==> config.mk <==
export PLATFORM = sky130hd
export DESIGN_NAME = mips_dbus_flat
export DESIGN_NICKNAME = d
export VERILOG_FILES = /design/src/rtl/mips_dbus_pkg.sv /design/src/rtl/mips_dbus_if.sv /design/src/rtl/mips_dbus_byte_fifo.sv /design/src/rtl/mips_dbus.sv /design/src/flat_wrapper.sv
export SDC_FILE = /design/constraint.sdc
export NUM_CORES = 1
export LEC_CHECK = 0
export CELL_PAD_IN_SITES_DETAIL_PLACEMENT = 0
export CELL_PAD_IN_SITES_GLOBAL_PLACEMENT = 1
export CORE_MARGIN = 4
export CORE_UTILIZATION = 33
export DETAILED_ROUTE_END_ITERATION = 7
export GPL_ROUTABILITY_DRIVEN = 1
export GPL_TIMING_DRIVEN = 0
export PLACE_DENSITY_LB_ADDON = 0.1
export RECOVER_POWER = 100
export SYNTH_ARGS = -nofsm -noshare
export SYNTH_HDL_FRONTEND = slang
export SYNTH_SLANG_ARGS = --single-unit
==> constraint.sdc <==
create_clock -name clk -period 2.9 [get_ports clk]
set_input_delay 0.29 -clock clk [delete_from_list [all_inputs] [get_ports clk]]
set_output_delay 0.29 -clock clk [all_outputs]
set_load 0.01 [all_outputs]
==> src/rtl/mips_dbus_pkg.sv <==
// Shared constants for the mips_dbus data-bus bridge: MMIO register offsets,
// STATUS bit layout and the address bit that selects the MMIO window.
package mips_dbus_pkg;

  typedef enum logic [1:0] {
    OFF_TXDATA  = 2'd0,
    OFF_STATUS  = 2'd1,
    OFF_CYCLE   = 2'd2,
    OFF_SCRATCH = 2'd3
  } mmio_off_e;

  localparam int STAT_EMPTY     = 0;
  localparam int STAT_FULL      = 1;
  localparam int STAT_OVF       = 2;
  localparam int STAT_COUNT_LSB = 4;
  localparam int STAT_COUNT_W   = 4;

  // The top address bit splits data memory (0) from the register window (1).
  function automatic int mmio_sel_bit(input int width);
    return width - 1;
  endfunction

endpackage

==> src/rtl/mips_dbus_if.sv <==
// Core-side memory-stage bus plus the transmit byte stream, bundled so the
// bridge and its neighbours share one port list.
interface mips_dbus_if #(
  parameter int WIDTH = 32
);
  logic [WIDTH-1:0] cpu_addr;
  logic [WIDTH-1:0] cpu_wdata;
  logic             cpu_memwrite;
  logic [WIDTH-1:0] cpu_rdata;
  logic             tx_valid;
  logic [7:0]       tx_data;
  logic             tx_ready;

  // master: the core and the byte consumer; slave: the bridge.
  modport master (
    output cpu_addr, cpu_wdata, cpu_memwrite, tx_ready,
    input  cpu_rdata, tx_valid, tx_data
  );

  modport slave (
    input  cpu_addr, cpu_wdata, cpu_memwrite, tx_ready,
    output cpu_rdata, tx_valid, tx_data
  );
endinterface

==> src/rtl/mips_dbus_byte_fifo.sv <==
// Byte-wide transmit FIFO with registered storage and a head that is read
// straight from the storage array (no push-to-output bypass).
module byte_fifo #(
  parameter int DEPTH = 4
) (
  input  logic                     clk,
  input  logic                     rst,
  input  logic                     push,
  input  logic [7:0]               din,
  input  logic                     pop,
  output logic [7:0]               dout,
  output logic                     empty,
  output logic                     full,
  output logic [$clog2(DEPTH):0]   count,
  output logic                     push_ok
);
  localparam int AW = $clog2(DEPTH);
  localparam int CW = AW + 1;

  logic [7:0]    mem_q [DEPTH];
  logic [7:0]    mem_d [DEPTH];
  logic [AW-1:0] wr_ptr_q, wr_ptr_d;
  logic [AW-1:0] rd_ptr_q, rd_ptr_d;
  logic [CW-1:0] count_q, count_d;
  logic          pop_ok;

  assign empty   = (count_q == '0);
  assign full    = (count_q == CW'(DEPTH));
  assign count   = count_q;
  assign dout    = mem_q[rd_ptr_q];
  assign pop_ok  = pop && !empty;
  // A full FIFO still takes a byte when the head leaves on the same edge.
  assign push_ok = push && (!full || pop_ok);

  always_comb begin
    mem_d    = mem_q;
    wr_ptr_d = wr_ptr_q;
    rd_ptr_d = rd_ptr_q;
    count_d  = count_q;
    if (push_ok) begin
      mem_d[wr_ptr_q] = din;
      wr_ptr_d        = wr_ptr_q + AW'(1);
    end
    if (pop_ok) begin
      rd_ptr_d = rd_ptr_q + AW'(1);
    end
    case ({push_ok, pop_ok})
      2'b10:   count_d = count_q + CW'(1);
      2'b01:   count_d = count_q - CW'(1);
      default: count_d = count_q;
    endcase
  end

  always_ff @(posedge clk) begin
    if (!rst) begin
      for (int i = 0; i < DEPTH; i++) begin
        mem_q[i] <= '0;
      end
      wr_ptr_q <= '0;
      rd_ptr_q <= '0;
      count_q  <= '0;
    end else begin
      for (int i = 0; i < DEPTH; i++) begin
        mem_q[i] <= mem_d[i];
      end
      wr_ptr_q <= wr_ptr_d;
      rd_ptr_q <= rd_ptr_d;
      count_q  <= count_d;
    end
  end

endmodule

==> src/rtl/mips_dbus.sv <==
// Memory-stage data-bus bridge: routes each access to word-addressed data
// memory or to a small register window (TX FIFO, STATUS, CYCLE, SCRATCH).
module mips_dbus
  import mips_dbus_pkg::*;
#(
  parameter int WIDTH     = 32,
  parameter int DMEMDEPTH = 14,
  parameter int FIFODEPTH = 4
) (
  input  logic                 clk,
  input  logic                 rst,
  mips_dbus_if.slave           bus,
  output logic [DMEMDEPTH-1:0] dmem_addr,
  output logic [WIDTH-1:0]     dmem_wd,
  output logic                 dmem_memwrite,
  input  logic [WIDTH-1:0]     dmem_rd
);
  localparam int SEL_BIT = mmio_sel_bit(WIDTH);
  localparam int CW      = $clog2(FIFODEPTH) + 1;

  logic             mmio_sel;
  mmio_off_e        reg_sel;
  logic             mmio_wr;
  logic             wr_txdata, wr_status, wr_cycle, wr_scratch;

  logic             fifo_empty, fifo_full, fifo_push_ok;
  logic [CW-1:0]    fifo_count;
  logic [7:0]       fifo_dout;

  logic             overflow_q, overflow_d;
  logic [WIDTH-1:0] cycle_q, cycle_d;
  logic [WIDTH-1:0] scratch_q, scratch_d;
  logic [WIDTH-1:0] status_word;
  logic [WIDTH-1:0] mmio_rdata;
  logic             unused_bits;

  assign mmio_sel = bus.cpu_addr[SEL_BIT];
  assign reg_sel  = mmio_off_e'(bus.cpu_addr[3:2]);
  assign mmio_wr  = mmio_sel && bus.cpu_memwrite;

  assign wr_txdata  = mmio_wr && (reg_sel == OFF_TXDATA);
  assign wr_status  = mmio_wr && (reg_sel == OFF_STATUS);
  assign wr_cycle   = mmio_wr && (reg_sel == OFF_CYCLE);
  assign wr_scratch = mmio_wr && (reg_sel == OFF_SCRATCH);

  // Address and data go to memory unchanged; only the write strobe is gated.
  assign dmem_addr     = bus.cpu_addr[DMEMDEPTH+1:2];
  assign dmem_wd       = bus.cpu_wdata;
  assign dmem_memwrite = bus.cpu_memwrite && !mmio_sel;

  // Address bits outside the decode (byte offset, window alias bits).
  assign unused_bits = ^bus.cpu_addr;

  byte_fifo #(
    .DEPTH (FIFODEPTH)
  ) u_fifo (
    .clk     (clk),
    .rst     (rst),
    .push    (wr_txdata),
    .din     (bus.cpu_wdata[7:0]),
    .pop     (bus.tx_valid && bus.tx_ready),
    .dout    (fifo_dout),
    .empty   (fifo_empty),
    .full    (fifo_full),
    .count   (fifo_count),
    .push_ok (fifo_push_ok)
  );

  assign bus.tx_valid = !fifo_empty;
  assign bus.tx_data  = fifo_dout;

  always_comb begin
    overflow_d = overflow_q;
    if (wr_txdata && !fifo_push_ok) begin
      overflow_d = 1'b1;
    end else if (wr_status && bus.cpu_wdata[STAT_OVF]) begin
      overflow_d = 1'b0;
    end

    cycle_d = cycle_q + WIDTH'(1);
    if (wr_cycle) begin
      cycle_d = '0;
    end

    scratch_d = scratch_q;
    if (wr_scratch) begin
      scratch_d = bus.cpu_wdata;
    end
  end

  always_ff @(posedge clk) begin
    if (!rst) begin
      overflow_q <= 1'b0;
      cycle_q    <= '0;
      scratch_q  <= '0;
    end else begin
      overflow_q <= overflow_d;
      cycle_q    <= cycle_d;
      scratch_q  <= scratch_d;
    end
  end

  always_comb begin
    status_word = '0;
    status_word[STAT_EMPTY] = fifo_empty;
    status_word[STAT_FULL]  = fifo_full;
    status_word[STAT_OVF]   = overflow_q;
    status_word[STAT_COUNT_LSB +: STAT_COUNT_W] = STAT_COUNT_W'(fifo_count);

    mmio_rdata = '0;
    case (reg_sel)
      OFF_TXDATA:  mmio_rdata = '0;
      OFF_STATUS:  mmio_rdata = status_word;
      OFF_CYCLE:   mmio_rdata = cycle_q;
      OFF_SCRATCH: mmio_rdata = scratch_q;
      default:     mmio_rdata = '0;
    endcase
  end

  assign bus.cpu_rdata = mmio_sel ? mmio_rdata : dmem_rd;

endmodule

==> src/flat_wrapper.sv <==
// flat-port wrapper written by rule: the top's interface ports become plain ports
module mips_dbus_flat import mips_dbus_pkg::*;
#(
  parameter int WIDTH     = 32,
  parameter int DMEMDEPTH = 14,
  parameter int FIFODEPTH = 4
)
  (clk, rst, dmem_addr, dmem_wd, dmem_memwrite, dmem_rd, bus_cpu_addr, bus_cpu_wdata, bus_cpu_memwrite, bus_tx_ready, bus_cpu_rdata, bus_tx_valid, bus_tx_data);
  mips_dbus_if #(.WIDTH(WIDTH)) bus_i ();
  input  logic clk;
  input  logic rst;
  output logic [DMEMDEPTH-1:0] dmem_addr;
  output logic [WIDTH-1:0] dmem_wd;
  output logic dmem_memwrite;
  input  logic [WIDTH-1:0] dmem_rd;
  input wire logic [$bits(bus_i.cpu_addr)-1:0] bus_cpu_addr;
  input wire logic [$bits(bus_i.cpu_wdata)-1:0] bus_cpu_wdata;
  input wire logic [$bits(bus_i.cpu_memwrite)-1:0] bus_cpu_memwrite;
  input wire logic [$bits(bus_i.tx_ready)-1:0] bus_tx_ready;
  output wire logic [$bits(bus_i.cpu_rdata)-1:0] bus_cpu_rdata;
  output wire logic [$bits(bus_i.tx_valid)-1:0] bus_tx_valid;
  output wire logic [$bits(bus_i.tx_data)-1:0] bus_tx_data;
  assign bus_i.cpu_addr = bus_cpu_addr;
  assign bus_i.cpu_wdata = bus_cpu_wdata;
  assign bus_i.cpu_memwrite = bus_cpu_memwrite;
  assign bus_i.tx_ready = bus_tx_ready;
  assign bus_cpu_rdata = bus_i.cpu_rdata;
  assign bus_tx_valid = bus_i.tx_valid;
  assign bus_tx_data = bus_i.tx_data;
  mips_dbus #(.WIDTH(WIDTH), .DMEMDEPTH(DMEMDEPTH), .FIFODEPTH(FIFODEPTH)) u_core (.clk(clk), .rst(rst), .bus(bus_i), .dmem_addr(dmem_addr), .dmem_wd(dmem_wd), .dmem_memwrite(dmem_memwrite), .dmem_rd(dmem_rd));
endmodule
## Word-level counts from Yosys, hierarchy flattened

Index checks and enable logic that the tools add are counted.

- $add $sub $neg: 5
- $lt $le $gt $ge: 3
- Equal/unequal tests: 6
- Muxes and demuxes: 11
- Bitwise operators: 3
- Reduce and logical (&&, ||, !) cells: 22

Operators with widths:

| kind | count |
|---|---|
| case mux 32 bit (4 select lines) | 1 |
| adder 32 x 1 -> 32 bit (second input constant) | 1 |
| bitwise mux 32 bit | 1 |
| two-way mux 32 bit | 1 |
| two-way mux 8 bit | 3 |
| binary-select mux 8 bit (select 2 bit) | 1 |
| demux 8 bit (select 2 bit) | 1 |
| logical AND 1 bit | 12 |
| == test 2 bit (second input constant) | 3 |
| >= comparator 3 bit (second input constant) | 2 |
| inverter 2 -> 3 bit | 2 |
| case mux 3 bit (2 select lines) | 1 |
| adder 2 x 1 -> 2 bit (second input constant) | 2 |
| == test 2 x 1 -> 1 bit (second input constant) | 2 |
| zero test 1 bit | 4 |
| nonzero test 2 bit | 2 |
| adder 3 x 1 -> 3 bit (second input constant) | 1 |
| == test 3 bit (second input constant) | 1 |
| zero test 3 bit | 1 |
| < comparator 3 x 1 -> 1 bit (second input constant) | 1 |
| subtractor 3 x 1 -> 3 bit (second input constant) | 1 |
| zero test 2 bit | 1 |
| two-way mux 1 bit | 2 |
| OR reduction 2 bit | 1 |
| 2 further kinds | 2 |

- Flip-flop bits (word level): 104
- Input bits: 100
- Output and inout port bits: 88
- Word-level logic and storage cells: 60

## Depth between registers and ports, before layout

Gate-level depths: netlist of the first run.

- Word-level depth: 9
- Mapped depth: 11
- Depth with buffers taken out: 9

## Modules after synthesis

A second synthesis of the first run with hierarchy kept.

- Cell total of the unflattened synthesis: 666
- Area, all modules: 5,674.2 µm²

Modules (own cells, without submodules):

| module | times used | cells each | area an instance (µm²) | sequential area each (µm²) |
|---|---|---|---|---|
| mips_dbus | 1 | 493 | 3,886.2 | 1,301.2 |
| byte_fifo | 1 | 173 | 1,788.0 | 780.7 |

## Worst setup path before layout of the first run

OpenSTA, ideal clock, no wires.

- Path type: flip-flop to flip-flop
- Start: register u_core.u_fifo.count_q[0], in the netlist u_core.u_fifo.count[0]
- End: register u_core.u_fifo.count_q[2], in the netlist u_core.u_fifo.count[2]
- Library setup time: 0.071 ns
- Arrival: 2.571 ns
- Data required time: 2.829 ns
- Path slack: 0.259 ns
- Cell stages (with the launch flop): 11
- Buffers on the path: 1
- Period minus slack after synthesis: 2.641 ns
- Path through: dfxtp_1 -> or4b_2 -> clkbuf_1 -> and2_1 -> inv_1 -> ha_1 -> inv_1 -> fa_1 -> xor2_1 -> or3_1 -> a21oi_1

- Word-level cells in the longest chain between the ends: 8
- Elaborated cells on any way between the ends: 14
- Classes of those cells: add/sub: 2; eq/ne: 3; mux: 1; reduce/logical: 8

RTL lines:

| element | line | RTL |
|---|---|---|
| start: declaration | mips_dbus_byte_fifo.sv:24 | `logic [CW-1:0] count_q, count_d;` |
| start signal: assignment | mips_dbus_byte_fifo.sv:68 | `count_q <= count_d;` |
| zero test 3 bit | mips_dbus_byte_fifo.sv:27 | `assign empty = (count_q == '0);` |
| zero test 1 bit | mips_dbus_byte_fifo.sv:31, mips_dbus.sv:69 |  |
| logical AND 1 bit | mips_dbus.sv:61 | `.pop (bus.tx_valid && bus.tx_ready),` |
| logical AND 1 bit | mips_dbus_byte_fifo.sv:31 | `assign pop_ok = pop && !empty;` |
| logical OR 1 bit | mips_dbus_byte_fifo.sv:33 | `assign push_ok = push && (!full \|\| pop_ok);` |
| logical AND 1 bit | mips_dbus_byte_fifo.sv:33 |  |
| == test 2 x 1 -> 1 bit / == test 2 bit (equally long branches) | mips_dbus_byte_fifo.sv:47 | `case ({push_ok, pop_ok})` |
| case mux 3 bit (2 select lines) / nonzero test 2 bit (equally long branches) | -- |  |

Parallel ways exist; a longest one is shown, timed or not.
A chain may end at the register's enable or synchronous reset.

## Worst setup path in the final report of the first run

- Start: input port bus_cpu_addr[2]
- End: output port bus_cpu_rdata[11]

- Word-level cells in the longest chain between the ends: 3
- Elaborated cells on any way between the ends: 6
- Classes of those cells: eq/ne: 3; mux: 2; reduce/logical: 1

RTL lines:

| element | line | RTL |
|---|---|---|
| start: declaration | flat_wrapper.sv:16 | `input wire logic [$bits(bus_i.cpu_addr)-1:0] bus_cpu_addr;` |
| == test 2 bit (tied with other cells) | mips_dbus.sv:111 | `case (reg_sel)` |
| case mux 32 bit (4 select lines) * | mips_dbus.sv:111 |  |
| two-way mux 32 bit * | mips_dbus.sv:120 | `assign bus.cpu_rdata = mmio_sel ? mmio_rdata : dmem_rd;` |
| end: declaration | flat_wrapper.sv:20 | `output wire logic [$bits(bus_i.cpu_rdata)-1:0] bus_cpu_rdata;` |

Mark *: on every way between the ends. The rest lies on a longest branch, timed or not.

==> results of run 1 <==
-- cell type report --
class                           instances  area (µm²)
Fill cell                            1578        8400
Timing Repair Buffer                  157        1570
Clock inverter                          5        80.1
Clock buffer                           11         243
Sequential cell                       104        2080
Buffer                                 81         498
Multi-Input combinational cell        418        2720
Tap cell                              216         270
Inverter                               36         135
-- metal layers --
metal,GRT usage (%),up-vias,wire [µm]
met5,0,-,0
met4,5.99,0,219
met3,3.29,13,986
met2,26.9,121,6960
met1,22.3,2322,7220
li1,-,2511,-
-- Yosys cell counts --
library cell / instances
a32oi_1: 1
and3_1: 2
nand2b_1: 1
o31ai_1: 13
clkbuf_1: 32
inv_1: 35
mux2_2: 6
ha_1: 6
nand3_2: 4
nand4_1: 11
nor3_1: 3
nand2_1: 79
buf_4: 46
o22ai_1: 26
fa_1: 1
nor4bb_1: 1
a31oi_1: 1
inv_2: 1
or4b_2: 1
a21oi_1: 61
o21ai_0: 8
a22oi_1: 4
buf_2: 2
o21a_1: 3
nor2_1: 59
xnor2_1: 6
nor2b_1: 3
mux2i_1: 58
nand3_1: 11
or3_1: 8
buf_6: 1
buf_1: 1
mux4_2: 8
and2_1: 5
or4_1: 13
or4_4: 1
dfxtp_1: 104
and4_1: 5
xor2_1: 9
-- sequential cells by signal (all words and copies together) (netlist names) --
signal                  flops
u_core.u_fifo.count         3
u_core.u_fifo.mem_q        32
u_core.u_fifo.wr_ptr_q      2
u_core.cycle_q             32
u_core.u_fifo.rd_ptr_q      2
u_core.scratch_q           32
u_core.overflow_q           1
-- through the flow --
| step | hold slack [ns] | setup WS, ns | cells |
|---|---|---|---|
| 2_1_floorplan | 0.426 | 0.259 | 640 |
| 3_3_place_gp | 0.443 | -0.538 | 1013 |
| 3_5_place_dp | 0.446 | -0.550 | 1013 |
| 4_1_cts | 0.457 | 0.0196 | 1029 |
| 5_1_grt | 0.475 | 0.00131 | 1028 |
| 6_report | 0.456 | 0.127 | 1028 |
-- logic make-up after synthesis --
kind of cell,share of synthesized area (%)
simple gates,18.2
buf+inv,11.5
compound gates,12.4
flops,38.4
mux,15.3
xor+xnor,2.42
fa+ha+maj,1.75
-- final timing paths --
path,cells past startpoint,from,to,slack [ns]
worst max register to register,9,u_core.u_fifo.count[0],u_core.u_fifo.count[2],0.18
worst max-delay path,7,bus_cpu_addr[2],bus_cpu_rdata[11],0.13
worst min register to register,2,u_core.scratch_q[6],u_core.scratch_q[6],0.46
worst min-delay path,2,u_core.scratch_q[6],u_core.scratch_q[6],0.46
-- power by group --
group / leakage [nW] / internal [mW] / switching (mW)
logic: 2.01 / 0.305 / 0.230
clock network: 0.152 / 0.779 / 0.544
registers: 0.840 / 1.45 / 0.0168
total: 3.00 / 2.53 / 0.791
-- critical path, delay by kind of cell --
| family | cells | cell delay [ns] |
|---|---|---|
| buffers and inverters | 5 | 1.84 |
| multiplexers | 1 | 0.25 |
| AO/OA/AOI/OAI | 1 | 0.09 |
-- timing repair --
item,in CTS,in global routing
endpoints found under the hold margin,0,0
resized for setup,5,5
endpoints found under the setup margin,27,24
==> impl_results.md, run 1 <==
- GRT Overall Usage: 16.7%
- Hold-fix buffers at CTS: 0
- Commonest non-fill, non-tap cell in the layout: clkdlybuf4s50_1
- Nature of the critical path startpoint: input port
- Clock buffer count from CTS: 9
- Outcome: finished clean
- Rel. slew slack: 47.5%
- Min-Delay Path Class: register to register
- Register area share after synthesis: 38.4%
- Pins Over Slew Limit: 0
- Die Area: 18600 µm²
- WL final: 15400 µm
- Most frequent CP cell: clkdlybuf4s50_1
- Nets: 914
- Drt drc: 0
- PortBufs: 157
- Number of global-route vias before repair: 5022
- CTS tree: built
- First-pass GRT wire length: 24700 µm
- Syn Nets: 747
- Avg WL per Cell: 15.0 µm
- Final hold violations: 0
- Top-area cell type share of the netlist area: 38.4%
- Slew @ Worst Pin: 0.787 ns
- CP arrival: 2.48 ns
- Crit Path Class: input port to primary output
- Clk root buf: clkbuf_16
- Critical path's largest stage delay: 0.52 ns
- Setup bufs post-CTS: 0
- Syn Area/Cell: 8.47 µm²
- Layout cell share with drive strength beyond 1: 11.1%
- Chip height: 136 µm
- Vias per cell: 4.83
- Cell-by-cell trace of the critical path: clkdlybuf4s50_1 > clkbuf_2 > buf_4 > clkbuf_4 > mux2i_1 > o22ai_1 > clkdlybuf4s50_1
- GRT Residual Overflow: 0
- Critical Path Slowest Stage Cell: clkdlybuf4s50_1
- First-pass DRT Iterations: 4
- Diodes inserted: 0
- Antenna-violating nets left: 0
- Clock Path Buffers: 2
- Yosys cell types: 39
- Setup Skew: 0.00896 ns
- Largest net degree at the start of global routing: 17
- Initial DRC count: 202
- Total Power: 3.32 mW
- Synth top area cells: dfxtp_1, mux2i_1, buf_4
- Synth warnings: 0
- Synth Instances: 640
- Commonest non-fill, non-tap cells in the layout: clkdlybuf4s50_1, dfxtp_1, nand2_1, a21oi_1, nor2_1
- Post-DP HPWL: 11900 µm
- Via count: 4967
- Leakage power: 3.00 nW
- Synth Register Bits: 104
- Gp weighted congestion: 0.773
- Part of the cycle the worst path needs: 95.6%
- Initial antenna violation count: 0
- Placed Area: 7270 µm²
- Post-layout util: 47.5%
- PwrDens: 437 nW/µm²
- Area growth syn-to-layout: 40.1%
- Largest area contributor in the netlist: dfxtp_1
- Post-route cell area: 7600 µm²
- Mapped Area: 5420 µm²
- Achievable clock frequency: 361 MHz
- Maximum vdd drop: 0.331 mV
- Clk Latency, worst-skew pair: 0.36 ns
- Crit path time final: 2.77 ns
- Initial Utilization: 33.9%
- Die span in x: 136 µm
- Final setup violating endpoints: 0
- I/O Pins: 188
- Htree depth: 3
- CP required: 2.61 ns
- RSZ-0062 raised after global routing: false
- Critical path peak fanout: 10
- Setup TNS: 0 ns
- Reg clk slew, reported paths: 0.06 ns
- Core outline area: 16000 µm²
- Row count: 46
- Clock sink total: 104
- CP Capture Type: primary output
- MaxCap Viol Count: 0
(Power assumes the default switching activity.)
==> run 2: changes to the inputs <==
--- a/config.mk
+++ b/config.mk
@@ -5,14 +5,12 @@
 export SDC_FILE = /design/constraint.sdc
 export NUM_CORES = 1
 export LEC_CHECK = 0
-export CELL_PAD_IN_SITES_DETAIL_PLACEMENT = 0
-export CELL_PAD_IN_SITES_GLOBAL_PLACEMENT = 1
+export ABC_AREA = 1
 export CORE_MARGIN = 4
-export CORE_UTILIZATION = 33
+export CORE_UTILIZATION = 46
 export DETAILED_ROUTE_END_ITERATION = 7
 export GPL_ROUTABILITY_DRIVEN = 1
-export GPL_TIMING_DRIVEN = 0
-export PLACE_DENSITY_LB_ADDON = 0.1
+export PLACE_DENSITY = 0.8
 export RECOVER_POWER = 100
 export SYNTH_ARGS = -nofsm -noshare
 export SYNTH_HDL_FRONTEND = slang
==> run 2 against run 1 <==
Against the previous run:
- clock power fell by 5%
- clock skew hardly changed
- combinational power rose by 26%
- cell area shrank 6.2%
- die area down 24%
- via count is 17% higher
- synthesized cell count rose by 36%
- power is 3.5% higher
- setup slack gained 0.13 ns
- routed wire length rose by 9.7%
==> impl_results.md, run 2 <==
- RSZ-0062 raised after global routing: false
- Vias per cell: 5.29
- Cts repair resizes: 0
- Nets: 1058
- Via count: 5833
- Min-Delay Path Class: register to register
- Critical path's largest stage delay: 0.65 ns
- Placed Area: 6850 µm²
- GRT Residual Overflow: 0
- CP arrival: 2.36 ns
- Chip height: 119 µm
- Synth Flop Type: dfxtp_1
- Outcome: finished clean
- Main combinational cell family by area after synthesis: simple AND/OR/NAND/NOR gates
- Critical path peak fanout: 27
- Top-area cell type share of the netlist area: 36.9%
- Top flop regs: u_core.cycle_q (32), u_core.scratch_q (32), u_core.u_fifo.mem_q (32)
- Syn Area/Cell: 6.48 µm²
- MaxCap Viol Count: 0
- CP required: 2.61 ns
- PortBufs: 146
- Clock Path Buffers: 2
- Crit Path Class: input port to primary output
- Post-DP HPWL: 12400 µm
- Reg clk slew, reported paths: 0.08 ns
- Nature of the critical path startpoint: input port
- Gp weighted congestion: 0.965
- Clock sink total: 104
- Yosys cell types: 31
- Post-route cell area: 7130 µm²
- GRT Overall Usage: 23.6%
- Final setup violating endpoints: 0
- Avg WL per Cell: 15.3 µm
- Synth Area in Adders: 1.69%
- Simple-gate portion of the synthesized area: 31.6%
- I/O Pins: 188
- Hold-fix buffers at CTS: 0
- Commonest non-fill, non-tap cell in the layout: nand2_1
- Drt drc: 0
- Layout cell share with drive strength beyond 1: 2.83%
- Core outline area: 12000 µm²
- Maximum vdd drop: 0.337 mV
- Top-count cell post-synth: nand2_1
- Largest area contributor in the netlist: dfxtp_1
- Synth warnings: 0
- Part of the cycle the worst path needs: 91.3%
- Initial DRC count: 438
- Mapped Area: 5640 µm²
- Crit path time final: 2.65 ns
- Cell-by-cell trace of the critical path: dlygate4sd3_1 > inv_1 > nand2_1 > inv_1 > buf_12 > nand2_1 > a31oi_1 > dlygate4sd3_1
- Largest net degree at the start of global routing: 48
- Leakage power: 2.64 nW
- Synth Instances: 871
- Die span in x: 119 µm
- WL final: 16900 µm
- Number of global-route vias before repair: 5466
- Critical Path Slowest Stage Cell: dlygate4sd3_1
- Clock buffer count from CTS: 9
- Post-synthesis compound-gate area fraction: 15.9%
- CP Capture Type: primary output
- Initial Utilization: 47.0%
- CTS tree: built
- Synth top area cells: dfxtp_1, nand2_1, nor2_1
- First-pass DRT Iterations: 5
- Register area share after synthesis: 36.9%
- Post-synthesis xor/xnor area fraction: 0.621%
- Commonest non-fill, non-tap cells in the layout: nand2_1, nor2_1, dfxtp_1, dlygate4sd3_1, o21ai_0
- Pins Over Slew Limit: 0
- Diodes inserted: 0
- Slew @ Worst Pin: 0.968 ns
- Final hold violations: 0
- Syn Nets: 978
- Setup TNS: 0 ns
- Setup bufs post-CTS: 0
- Rel. slew slack: 35.4%
- Asr flop ratio synth: 0%
- Post-synth top cells: nand2_1, nor2_1, dfxtp_1, o21ai_0, a21oi_1
- Achievable clock frequency: 378 MHz
- Setup Skew: 0.00939 ns
- Synth Register Bits: 104
- First-pass GRT wire length: 26900 µm
- Row count: 40
- Clk root buf: clkbuf_16
- Clk Latency, worst-skew pair: 0.36 ns
- Antenna-violating nets left: 0
- Area growth syn-to-layout: 26.3%
- Fillcell total: 1126
- Die Area: 14100 µm²
- Mux cell area share after synthesis: 0%
- PwrDens: 483 nW/µm²
- Htree depth: 3
- Initial antenna violation count: 0
- Number of flops mapped to enable cells by yosys: 0
[run 2: path summary, 6_finish.rpt]
path                                              from                     end  slack (ns)  depth (start not counted)
worst min register to register  u_core.u_fifo.mem_q[8]  u_core.u_fifo.mem_q[8]        0.47                          2
worst max register to register  u_core.u_fifo.count[0]  u_core.u_fifo.count[2]        0.59                         10
worst min-delay path            u_core.u_fifo.mem_q[8]  u_core.u_fifo.mem_q[8]        0.47                          2
worst max-delay path                   bus_cpu_addr[2]       bus_cpu_rdata[26]        0.25                          8
[run 2: final cells by class]
type / count / area, µm² / area share, %
tap: 147 / 184 / 2.58
sequential: 104 / 2080 / 29.2
inverter: 59 / 224 / 3.14
clock buffer: 9 / 225 / 3.16
clock inverter: 6 / 76.3 / 1.07
timing repair buffer: 154 / 1550 / 21.8
multi-input combinational: 623 / 2790 / 39.1
[run 2: metrics by stage]
step	setup WS [ns]	power (mW)	instances	util, %	hold WS, ns
CTS	0.320	3.50	1102	59.6	0.463
finish	0.252	3.44	1102	59.3	0.466
floorplan	0.960	1.91	871	-	0.425
detailed placement	0.334	2.25	1087	57.1	0.452
global route	0.105	3.59	1102	59.3	0.481
global placement	0.350	2.25	1087	57.1	0.444
[run 2: metal layers]
metal	GRT usage (%)	routed length, µm
met5	0	0
met4	7.60	398
met3	6.84	1340
met2	39.6	8070
met1	29.3	7070
[run 2: critical path: cells and delay by family]
family	cells	cell delay [ns]
and+or+nand+nor	2	0.18
buffers and inverters	5	1.71
AOI/OAI and AO/OA	1	0.17
[run 2: logic make-up (layout without fill, tap and decap cells)]
| kind of cell | after synthesis | count (layout) |
|---|---|---|
| AND/OR/NAND/NOR | 442 | 442 |
| AO/OA/AOI/OAI | 170 | 170 |
| buffers and inverters | 144 | 228 |
| flip-flops | 104 | 104 |
| adder cells (fa/ha/maj) | 7 | 7 |
| XOR/XNOR | 4 | 4 |
[run 2: where the power goes]
group,switching [mW],leakage (nW),internal [mW]
combinational,0.355,1.65,0.321
sequential,0.0384,0.841,1.47
clock,0.579,0.148,0.680
total,0.972,2.64,2.47
==> run 3: changes to the inputs <==
--- a/config.mk
+++ b/config.mk
@@ -6,12 +6,14 @@
 export NUM_CORES = 1
 export LEC_CHECK = 0
 export ABC_AREA = 1
+export CAP_MARGIN = 20
 export CORE_MARGIN = 4
 export CORE_UTILIZATION = 46
 export DETAILED_ROUTE_END_ITERATION = 7
 export GPL_ROUTABILITY_DRIVEN = 1
 export PLACE_DENSITY = 0.8
 export RECOVER_POWER = 100
+export SETUP_SLACK_MARGIN = 0.4
 export SYNTH_ARGS = -nofsm -noshare
 export SYNTH_HDL_FRONTEND = slang
 export SYNTH_SLANG_ARGS = --single-unit
==> run 3 against run 2 <==
Against the previous run:
- setup slack gained 0.11 ns
- fmax grew 4.5%
- cell count grew 0.27%
- non-clock buffer count grew 3
- core utilization grew 0.15 points
- combinational power grew 3.6%
- count of clock-buffer cells in the layout is the same
- clock skew is essentially flat
- cell area grew 0.25%
- hold slack lost 0.00094 ns
- clock power is essentially flat
- routed wire length shrank 0.17%
- largest power group unchanged
- critical endpoint is now bus_tx_data[5]
- highest routed layer unchanged
==> impl_results.md, run 3 (synthesis results as in run 2) <==
- Outcome: finished clean
- Reg clk slew, reported paths: 0.08 ns
- RSZ-0062 raised after global routing: false
- Post-route cell area: 7140 µm²
- Critical path peak fanout: 12
- Hold-fix buffers at CTS: 0
- Hold EP: u_core.cycle_q[0]
- Maximum vdd drop: 0.338 mV
- Placed Area: 6850 µm²
- Die Area: 14100 µm²
- Post-DP HPWL: 12400 µm
- Row count: 40
- CP arrival: 2.24 ns
- Worst hold path depth: 1
- CTS tree: built
- Slew @ Worst Pin: 0.976 ns
- Final WS setup: 0.367 ns
- Vias per cell: 5.30
- PortBufs: 146
- PwrDens: 485 nW/µm²
- Via count: 5858
- Drt drc: 0
- GRT Residual Overflow: 0
- Clock sink total: 104
- First-pass DRT Iterations: 5
- CP required: 2.61 ns
- Clock Path Buffers: 2
- GRT Overall Usage: 23.6%
- Initial antenna violation count: 0
- Chip height: 119 µm
- Crit path time final: 2.53 ns
- Antenna-violating nets left: 0
- Initial DRC count: 439
- Initial Utilization: 47.0%
- Top flop regs: u_core.cycle_q (32), u_core.scratch_q (32), u_core.u_fifo.mem_q (32)
- HP Start: u_core.cycle_q[0]
- Diodes inserted: 0
- Clk Latency, worst-skew pair: 0.36 ns
- Pins Over Slew Limit: 0
- Htree depth: 3
- Commonest non-fill, non-tap cell in the layout: nand2_1
- Largest net degree at the start of global routing: 48
- Leakage power: 2.63 nW
- Die span in x: 119 µm
- Rel. slew slack: 34.9%
- Area growth syn-to-layout: 26.6%
- Crit Path Class: register to primary output
- Number of global-route vias before repair: 5466
- Min-Delay Path Class: register to register
- Setup Skew: 0.00913 ns
- Core outline area: 12000 µm²
- Nets: 1061
- Reg2reg end: u_core.u_fifo.count[2]
- Clock buffer count from CTS: 9
- First-pass GRT wire length: 26900 µm
- Register-to-register setup slack: 0.60 ns
- Pre-CTS setup slack: 0.334 ns
- Part of the cycle the worst path needs: 87.3%
- Final hold violations: 0
- Reg2reg path depth: 10
- Clk root buf: clkbuf_16
- I/O Pins: 188
- Layout cell share with drive strength beyond 1: 3.13%
- Gp weighted congestion: 0.965
- Achievable clock frequency: 395 MHz
- CP Capture Type: primary output
- Final setup violating endpoints: 0
- Setup TNS: 0 ns
- Post-layout util: 59.5%
- WL final: 16800 µm
- Reg2reg start: u_core.u_fifo.count[0]
- Commonest non-fill, non-tap cells in the layout: nand2_1, nor2_1, dfxtp_1, o21ai_0, clkdlybuf4s50_1
- Avg WL per Cell: 15.2 µm
- Nature of the critical path startpoint: register
- MaxCap Viol Count: 0
## run 3: changes by cell type in the layout (fill, tap and decap cells not counted)
cell | before | now
dfxtp_1 | 104 | 103
clkbuf_4 | 0 | 2
nand2_2 | 1 | 0
clkinvlp_2 | 0 | 1
inv_2 | 1 | 0
dlygate4sd2_1 | 0 | 3
nor2_2 | 0 | 1
nor2_1 | 180 | 179
dlygate4sd3_1 | 76 | 69
nand2_1 | 196 | 197
dfxtp_2 | 0 | 1
clkbuf_1 | 1 | 2
clkdlybuf4s50_1 | 69 | 73
## run 3: worst max path at each step
stage	startpoint	to	slack [ns]
after global routing	u_core.u_fifo.rd_ptr_q[0]	bus_tx_data[5]	0.24
after global placement	bus_cpu_addr[3]	bus_cpu_rdata[25]	0.35
final	u_core.u_fifo.rd_ptr_q[0]	bus_tx_data[5]	0.37
after detailed placement	bus_cpu_addr[3]	bus_cpu_rdata[5]	0.33
after CTS	u_core.u_fifo.rd_ptr_q[0]	bus_tx_data[2]	0.49
after floorplan	u_core.u_fifo.count[0]	u_core.u_fifo.count[2]	0.96
## run 3: metal layers
layer / up-vias / global-route usage [%] / part of all wire, %
met5: - / 0 / 0
met1: 2624 / 29.3 / 42
li1: 2944 / - / -
met4: 0 / 7.60 / 2.4
met3: 30 / 6.84 / 7.8
met2: 260 / 39.6 / 48
## run 3: per-stage QoR
step | instances | power [mW] | hold slack (ns)
finish | 1105 | 3.46 | 0.465
global route | 1105 | 3.62 | 0.481
CTS | 1102 | 3.50 | 0.463
detailed placement | 1087 | 2.25 | 0.452
global placement | 1087 | 2.25 | 0.444
floorplan | 871 | 1.91 | 0.425
## run 3: layout make-up
type	instances	area (µm²)
fill	1125	4870
inverter	59	225
clock inverter	6	76.3
timing repair buffer	157	1570
clock buffer	9	225
sequential	104	2080
tap	147	184
multi-input combinational	623	2790
## run 3: critical path: stages, from the launching register on
cell,delay (ns)
dfxtp_2,0.45
clkinvlp_2,0.41
o21ai_0,0.28
o22ai_1,0.12
dlygate4sd3_1,0.62
## run 3: what timing repair did
action                     CTS  global route
setup endpoints to repair    8             4
resized for setup            3             2
setup buffers                0             3
## run 3: report_power, final
group | switching, mW | internal [mW]
Sequential | 0.0391 | 1.47
Combinational | 0.361 | 0.340
Clock | 0.577 | 0.680
